$ cat src/rtl/level_delay_timer.sv
// -----------------------------------------------------------------------------
// level_delay_timer
//
// Programmable delay timer counting in coarse "ticks" of TICK_DIV clk cycles.
// A request loads a delay of N ticks; when it runs out, slowClk pulses high
// for exactly one cycle. The delay can be paused, cancelled, or retriggered
// by a new request at any time.
//
// Parameters:
//   TICK_DIV        clk cycles per tick (legal 2 .. 2**24)
//
// Ports:
//   clk             system clock, rising edge
//   resetN          asynchronous active-low reset
//   requestTime     load request (level-sensitive, reloads on every high cycle)
//   slowClkRequest  requested delay in ticks, captured while requestTime=1
//   pauseTimer      freezes the count while high
//   cancel          aborts the delay with no expiry pulse
//   slowClk         one-cycle expiry pulse (state DONE)
//   busy            delay loaded and not yet expired (state RUN or PAUSED)
//   remaining       ticks left
//   timerState      debug view of the FSM: 0=IDLE 1=RUN 2=PAUSED 3=DONE
//
// Input priority at every edge: cancel > requestTime > pauseTimer > counting.
// All outputs are decoded from registered state only.
// -----------------------------------------------------------------------------
module level_delay_timer #(
    parameter int TICK_DIV = 500000
) (
    input  logic        clk,
    input  logic        resetN,
    input  logic        requestTime,
    input  logic [10:0] slowClkRequest,
    input  logic        pauseTimer,
    input  logic        cancel,
    output logic        slowClk,
    output logic        busy,
    output logic [10:0] remaining,
    output logic [1:0]  timerState
);

    // Prescaler must hold TICK_DIV-1; for TICK_DIV=2 that is a single bit.
    localparam int              PW      = (TICK_DIV > 2) ? $clog2(TICK_DIV) : 1;
    localparam logic [PW-1:0]   PRE_MAX = PW'(TICK_DIV - 1);

    typedef enum logic [1:0] {
        ST_IDLE   = 2'd0,
        ST_RUN    = 2'd1,
        ST_PAUSED = 2'd2,
        ST_DONE   = 2'd3
    } state_t;

    state_t        r_state;
    state_t        w_state_nxt;
    logic [PW-1:0] r_prescaler;
    logic [PW-1:0] w_prescaler_nxt;
    logic [10:0]   r_remaining;
    logic [10:0]   w_remaining_nxt;

    // -------------------------------------------------------------------------
    // State register
    // -------------------------------------------------------------------------
    always_ff @(posedge clk or negedge resetN) begin
        if (!resetN) begin
            r_state     <= ST_IDLE;
            r_prescaler <= '0;
            r_remaining <= '0;
        end else begin
            r_state     <= w_state_nxt;
            r_prescaler <= w_prescaler_nxt;
            r_remaining <= w_remaining_nxt;
        end
    end

    // -------------------------------------------------------------------------
    // Next-state logic
    // -------------------------------------------------------------------------
    always_comb begin
        // Defaults: return to an idle, cleared timer.
        w_state_nxt     = ST_IDLE;
        w_prescaler_nxt = '0;
        w_remaining_nxt = '0;

        if (cancel) begin
            // Abort everything; defaults already describe IDLE with zeros.
            w_state_nxt = ST_IDLE;
        end else if (requestTime) begin
            // A request wins in every state, so RUN/PAUSED get a retrigger
            // and DONE still shows its pulse this cycle (it is registered).
            if (slowClkRequest == 11'd0) begin
                w_state_nxt = ST_DONE;
            end else begin
                w_remaining_nxt = slowClkRequest;
                w_state_nxt     = pauseTimer ? ST_PAUSED : ST_RUN;
            end
        end else begin
            unique case (r_state)
                ST_RUN, ST_PAUSED: begin
                    if (pauseTimer) begin
                        w_state_nxt     = ST_PAUSED;
                        w_prescaler_nxt = r_prescaler;
                        w_remaining_nxt = r_remaining;
                    end else if (r_prescaler == PRE_MAX) begin
                        // Tick boundary. The edge that leaves PAUSED counts
                        // like any RUN edge, so only paused edges are added.
                        w_prescaler_nxt = '0;
                        if (r_remaining <= 11'd1) begin
                            // Guarded with <= so remaining can never wrap.
                            w_state_nxt     = ST_DONE;
                            w_remaining_nxt = '0;
                        end else begin
                            w_state_nxt     = ST_RUN;
                            w_remaining_nxt = r_remaining - 11'd1;
                        end
                    end else begin
                        w_state_nxt     = ST_RUN;
                        w_prescaler_nxt = r_prescaler + 1'b1;
                        w_remaining_nxt = r_remaining;
                    end
                end
                ST_DONE: begin
                    // Pulse lasts one cycle.
                    w_state_nxt = ST_IDLE;
                end
                default: begin
                    // IDLE: pauseTimer is ignored, counters stay cleared.
                    w_state_nxt = ST_IDLE;
                end
            endcase
        end
    end

    // -------------------------------------------------------------------------
    // Outputs, decoded from registered state
    // -------------------------------------------------------------------------
    assign slowClk    = (r_state == ST_DONE);
    assign busy       = (r_state == ST_RUN) || (r_state == ST_PAUSED);
    assign remaining  = r_remaining;
    assign timerState = r_state;

endmodule

$ cat config.mk
export PLATFORM = sky130hd
export DESIGN_NAME = level_delay_timer
export DESIGN_NICKNAME = d
export VERILOG_FILES = /design/src/rtl/level_delay_timer.sv
export SDC_FILE = /design/constraint.sdc
export NUM_CORES = 1
export LEC_CHECK = 0
export ABC_CLOCK_PERIOD_IN_PS = 2100
export CAP_MARGIN = 20
export CORE_AREA = 4 4 71 73
export DETAILED_ROUTE_END_ITERATION = 6
export DIE_AREA = 0 0 75 77
export GPL_ROUTABILITY_DRIVEN = 1
export GPL_TIMING_DRIVEN = 0
export PLACE_DENSITY_LB_ADDON = 0.25
export SETUP_SLACK_MARGIN = 0.3
export SLEW_MARGIN = 20
export SYNTH_ARGS = -nofsm -noshare
export SYNTH_HDL_FRONTEND = slang
export SYNTH_SLANG_ARGS = --single-unit
$ cat constraint.sdc
create_clock -name clk -period 2.1 [get_ports clk]
set_clock_uncertainty 0.15 [all_clocks]
set_input_delay 0.42 -clock clk [delete_from_list [all_inputs] [get_ports clk]]
set_output_delay 0.42 -clock clk [all_outputs]
set_load 0.02 [all_outputs]
==> reports/results.tsv <==
stage	metric	value	unit
run_status	outcome	finished clean	
power_and_ir_drop	Flop pwr share	43.2	%
floorplan	Initial Utilization	44.68	%
power_and_ir_drop	PwrDens	535.2	nW/um2
clocking	CTS tree	built	
clocking	CTS Sinks	32	
setup_path	Crit. Startpoint	remaining[5]	
cells_and_area	Inserted Diodes	0	
placed_design	Routability Congestion	0.8847	
yosys	Syn. warnings	0	
power_and_ir_drop	VDD IR max	0.0003857	V
timing	TNS Setup	0	ps
timing	Period minus WS final	2086	ps
power_and_ir_drop	Comb pwr share	25.4	%
setup_path	worst-path maximum fanout	5	
cells_and_area	Layout Nets	307	
timing	Fin. Hold Viols	0	
clocking	worst skew pair latency	300	ps
grt	total gr overflow	0	
cells_and_area	Finished Cell Area	2843	um2
timing	setup violators final	0	
power_and_ir_drop	Int Pwr	1.044	mW
clocking	Clock Path Buffers	2	
setup_path	Worst Setup End Kind	flip-flop	
setup_path	reg2reg end	remaining[5]	
setup_path	Critical R2R Launch	remaining[5]	
clocking	CTS Root Cell	clkbuf_8	
setup_path	worst path required time	2100	ps
clocking	htree depth	2	
drt	Routed Antenna Nets	0	
floorplan	Die Width	75	um
timing	RSZ-0062 raised after global routing	yes	
drt	# DRC	0	
drt	DR vias	1966	
power_and_ir_drop	Net Sw Frac	31.40	%
grt	total track usage	19.42	%
drt	final WL	5.597	mm
power_and_ir_drop	Static Leak	1.233	nW
yosys	Synth Cell Area	1946	um2
grt	first-pass GRT wire length	8.797	mm
clocking	CTS Hold Buffers Added	0	
setup_path	Startpoint Class	flip-flop	
hold_path	Hold Crit Class	input pin to async pin	
placed_design	DP Cell Count	302	
clocking	TritonCTS buffer count	5	
power_and_ir_drop	share of total power in the clock network	31.4	%
timing	relative slew slack	51.93	%
yosys	Synth Net Count	241	
placed_design	Post-DP Area	2365	um2
yosys	most common flop cell mapped by yosys	dfrtp_1	
timing	final period utilization	99.32	%
yosys	sequential element share of the synthesized area	41.16	%
grt	largest net degree at the start of global routing	33	
placed_design	IO Port Bufs	29	
cells_and_area	share of cells above drive strength 1	31.25	%
timing	Max Freq	0.4794	GHz
drt	DRT Pass-1 Iters	4	
timing	worst hold slack	20.49	ps
cells_and_area	# fillers	336	
yosys	gate count after technology mapping	221	
cells_and_area	Syn-to-layout area delta	46.11	%
floorplan	FP Rows	24	
setup_path	CP Capture Point	remaining[5]	
setup_path	Worst EP arrival	2090	ps
drt	Vias/cell	5.782	
power_and_ir_drop	Tot Pwr	1.521	mW
cells_and_area	fin cells	340	
setup_path	reg2reg setup slack	10	ps
floorplan	chip height	77	um
job	Max Cap Viol	0	
grt	initial antenna violation count	0	
setup_path	Crit Path Class	flip-flop to flip-flop	
yosys	Synth Area per Inst	8.804	um2
yosys	#FFs+latches synth	32	
power_and_ir_drop	switching pwr	0.4777	mW
floorplan	Core Area	4354	um2
yosys	Async SR Flop Fraction	100.0	%
floorplan	Die Area	5775	um2
clocking	CTS clk-pin slew, worst paths	80	ps
yosys	Post-synth EDFFs	0	
placed_design	DP Wirelength	3.483	mm
drt	drt wl/cell	16.46	um
drt	Iter 0 DRT Violations	237	
floorplan	I/O pins	31	
timing	Max Slew Vio Count	0	
setup_path	Reg2Reg Depth	7	
timing	Slew @ Worst Pin	721.0	ps
grt	vias in the first global route	1808	
yosys	Netlist cell types	47	
-- worst min-delay path by stage --
stage | slack [ps] | cells past startpoint | endpoint
floorplan | -30 | 0 | r_prescaler[0]
global placement | 360 | 1 | remaining[7]
detailed placement | 360 | 1 | r_prescaler[3]
CTS | 40 | 1 | r_prescaler[3]
global route | 80 | 1 | r_prescaler[3]
finish | 20 | 1 | r_prescaler[2]
-- per-layer routing --
layer  up-vias  share of wire (%)  track usage, %
met4         0                1.6           8.007
met3        10                6.1           4.052
met2        60                 48           29.79
li1        943                  -               -
met1       953                 44           26.10
met5         -                  0               0
-- worst max-delay path: stages (launching register included) --
cell and delay [ps]:
dfrtp_2 410, or4_4 530, buf_6 140, o41ai_4 290
buf_6 180, a21oi_1 40, o21ai_1 140, a21oi_1 80
-- layout by cell type (no fill, tap or decap), drive strengths merged, types with 6 or more instances in the layout --
cell type      netlist  layout
a21oi               13      13
dfrtp               32      32
o21ai               13      13
nand2               21      21
nand4               10      10
dlygate4sd2          0      16
buf                  3      35
xor2                14      14
nor2                31      31
clkdlybuf4s50        0      11
clkbuf               5      10
nor3                 6       6
-- stage by stage --
stage | worst slack (ps) | utilization, %
detailed placement | -238.6 | 54.31
CTS | 3.196 | 61.90
floorplan | 33.51 | -
global placement | -289.3 | 54.43
global route | -69.20 | 65.29
finish | 14.21 | 65.29
-- cells in the mapped netlist, types with 3 or more instances --
library cell   n  area share (%)
a21oi_1       13             3.3
a22o_1         3             1.4
buf_2          3            0.77
clkbuf_1       5            0.96
dfrtp_1       32              41
ha_1           4             2.6
inv_1          3            0.58
nand2_1       21             4.1
nand2b_1       3            0.96
nand3_1        5             1.3
nand3b_1       3             1.2
nand4_1       10             3.2
nor2_1        31             6.0
nor2b_1        5             1.6
nor3_1         6             1.5
nor4_1         4             1.3
o21ai_0        7             1.8
o21ai_1        6             1.5
or3_1          4             1.3
xor2_1        14             6.3
-- registers in the layout, summed over array words and instances (netlist names) --
| signal | count |
|---|---|
| r_prescaler | 19 |
| remaining | 11 |
| timerState | 2 |
-- area by class of cell --
| cell class | count | area [um2] | area share (%) |
|---|---|---|---|
| multi-input cells | 178 | 1304 | 45.86 |
| flip-flops and latches | 32 | 814.5 | 28.65 |
| repair buffers | 59 | 504.2 | 17.74 |
| clock buffers | 5 | 68.82 | 2.421 |
| well taps | 52 | 65.06 | 2.289 |
| plain buffers | 8 | 56.30 | 1.981 |
| clock inverters | 3 | 18.77 | 0.6602 |
| inverters | 3 | 11.26 | 0.3961 |
-- repair_timing --
item | 4_1_cts | 5_1_grt
pin swaps | 20 | 15
setup buffers | 21 | 8
gates resized for setup | 49 | 24
cloned | 0 | 1
setup endpoints to repair | 46 | 30
-- power by group through the flow --
| stage | clock network (mW) | registers (mW) | logic, mW |
|---|---|---|---|
| 4_1_cts | 0.487 | 0.655 | 0.356 |
| 5_1_grt | 0.515 | 0.659 | 0.417 |
| 2_1_floorplan | 0 | 0.686 | 0.177 |
| 3_3_place_gp | 0 | 0.671 | 0.316 |
| 3_5_place_dp | 0 | 0.671 | 0.317 |
| 6_report | 0.478 | 0.657 | 0.386 |
-- cells by family (layout without fill, tap and decap cells) --
logic type                 Yosys count  count (layout)  synth area share (%)
AOI/OAI and AO/OA                   52              52                 18.46
adders and majority gates            4               4                 2.572
xor gates and xnor gates            14              14                 6.302
and+or+nand+nor                    107             107                 28.62
buffers and inverters               11              78                 2.315
muxes                                1               1                0.5787
DFF                                 32              32                 41.16
No activity file was read; power rests on OpenSTA's default activity.
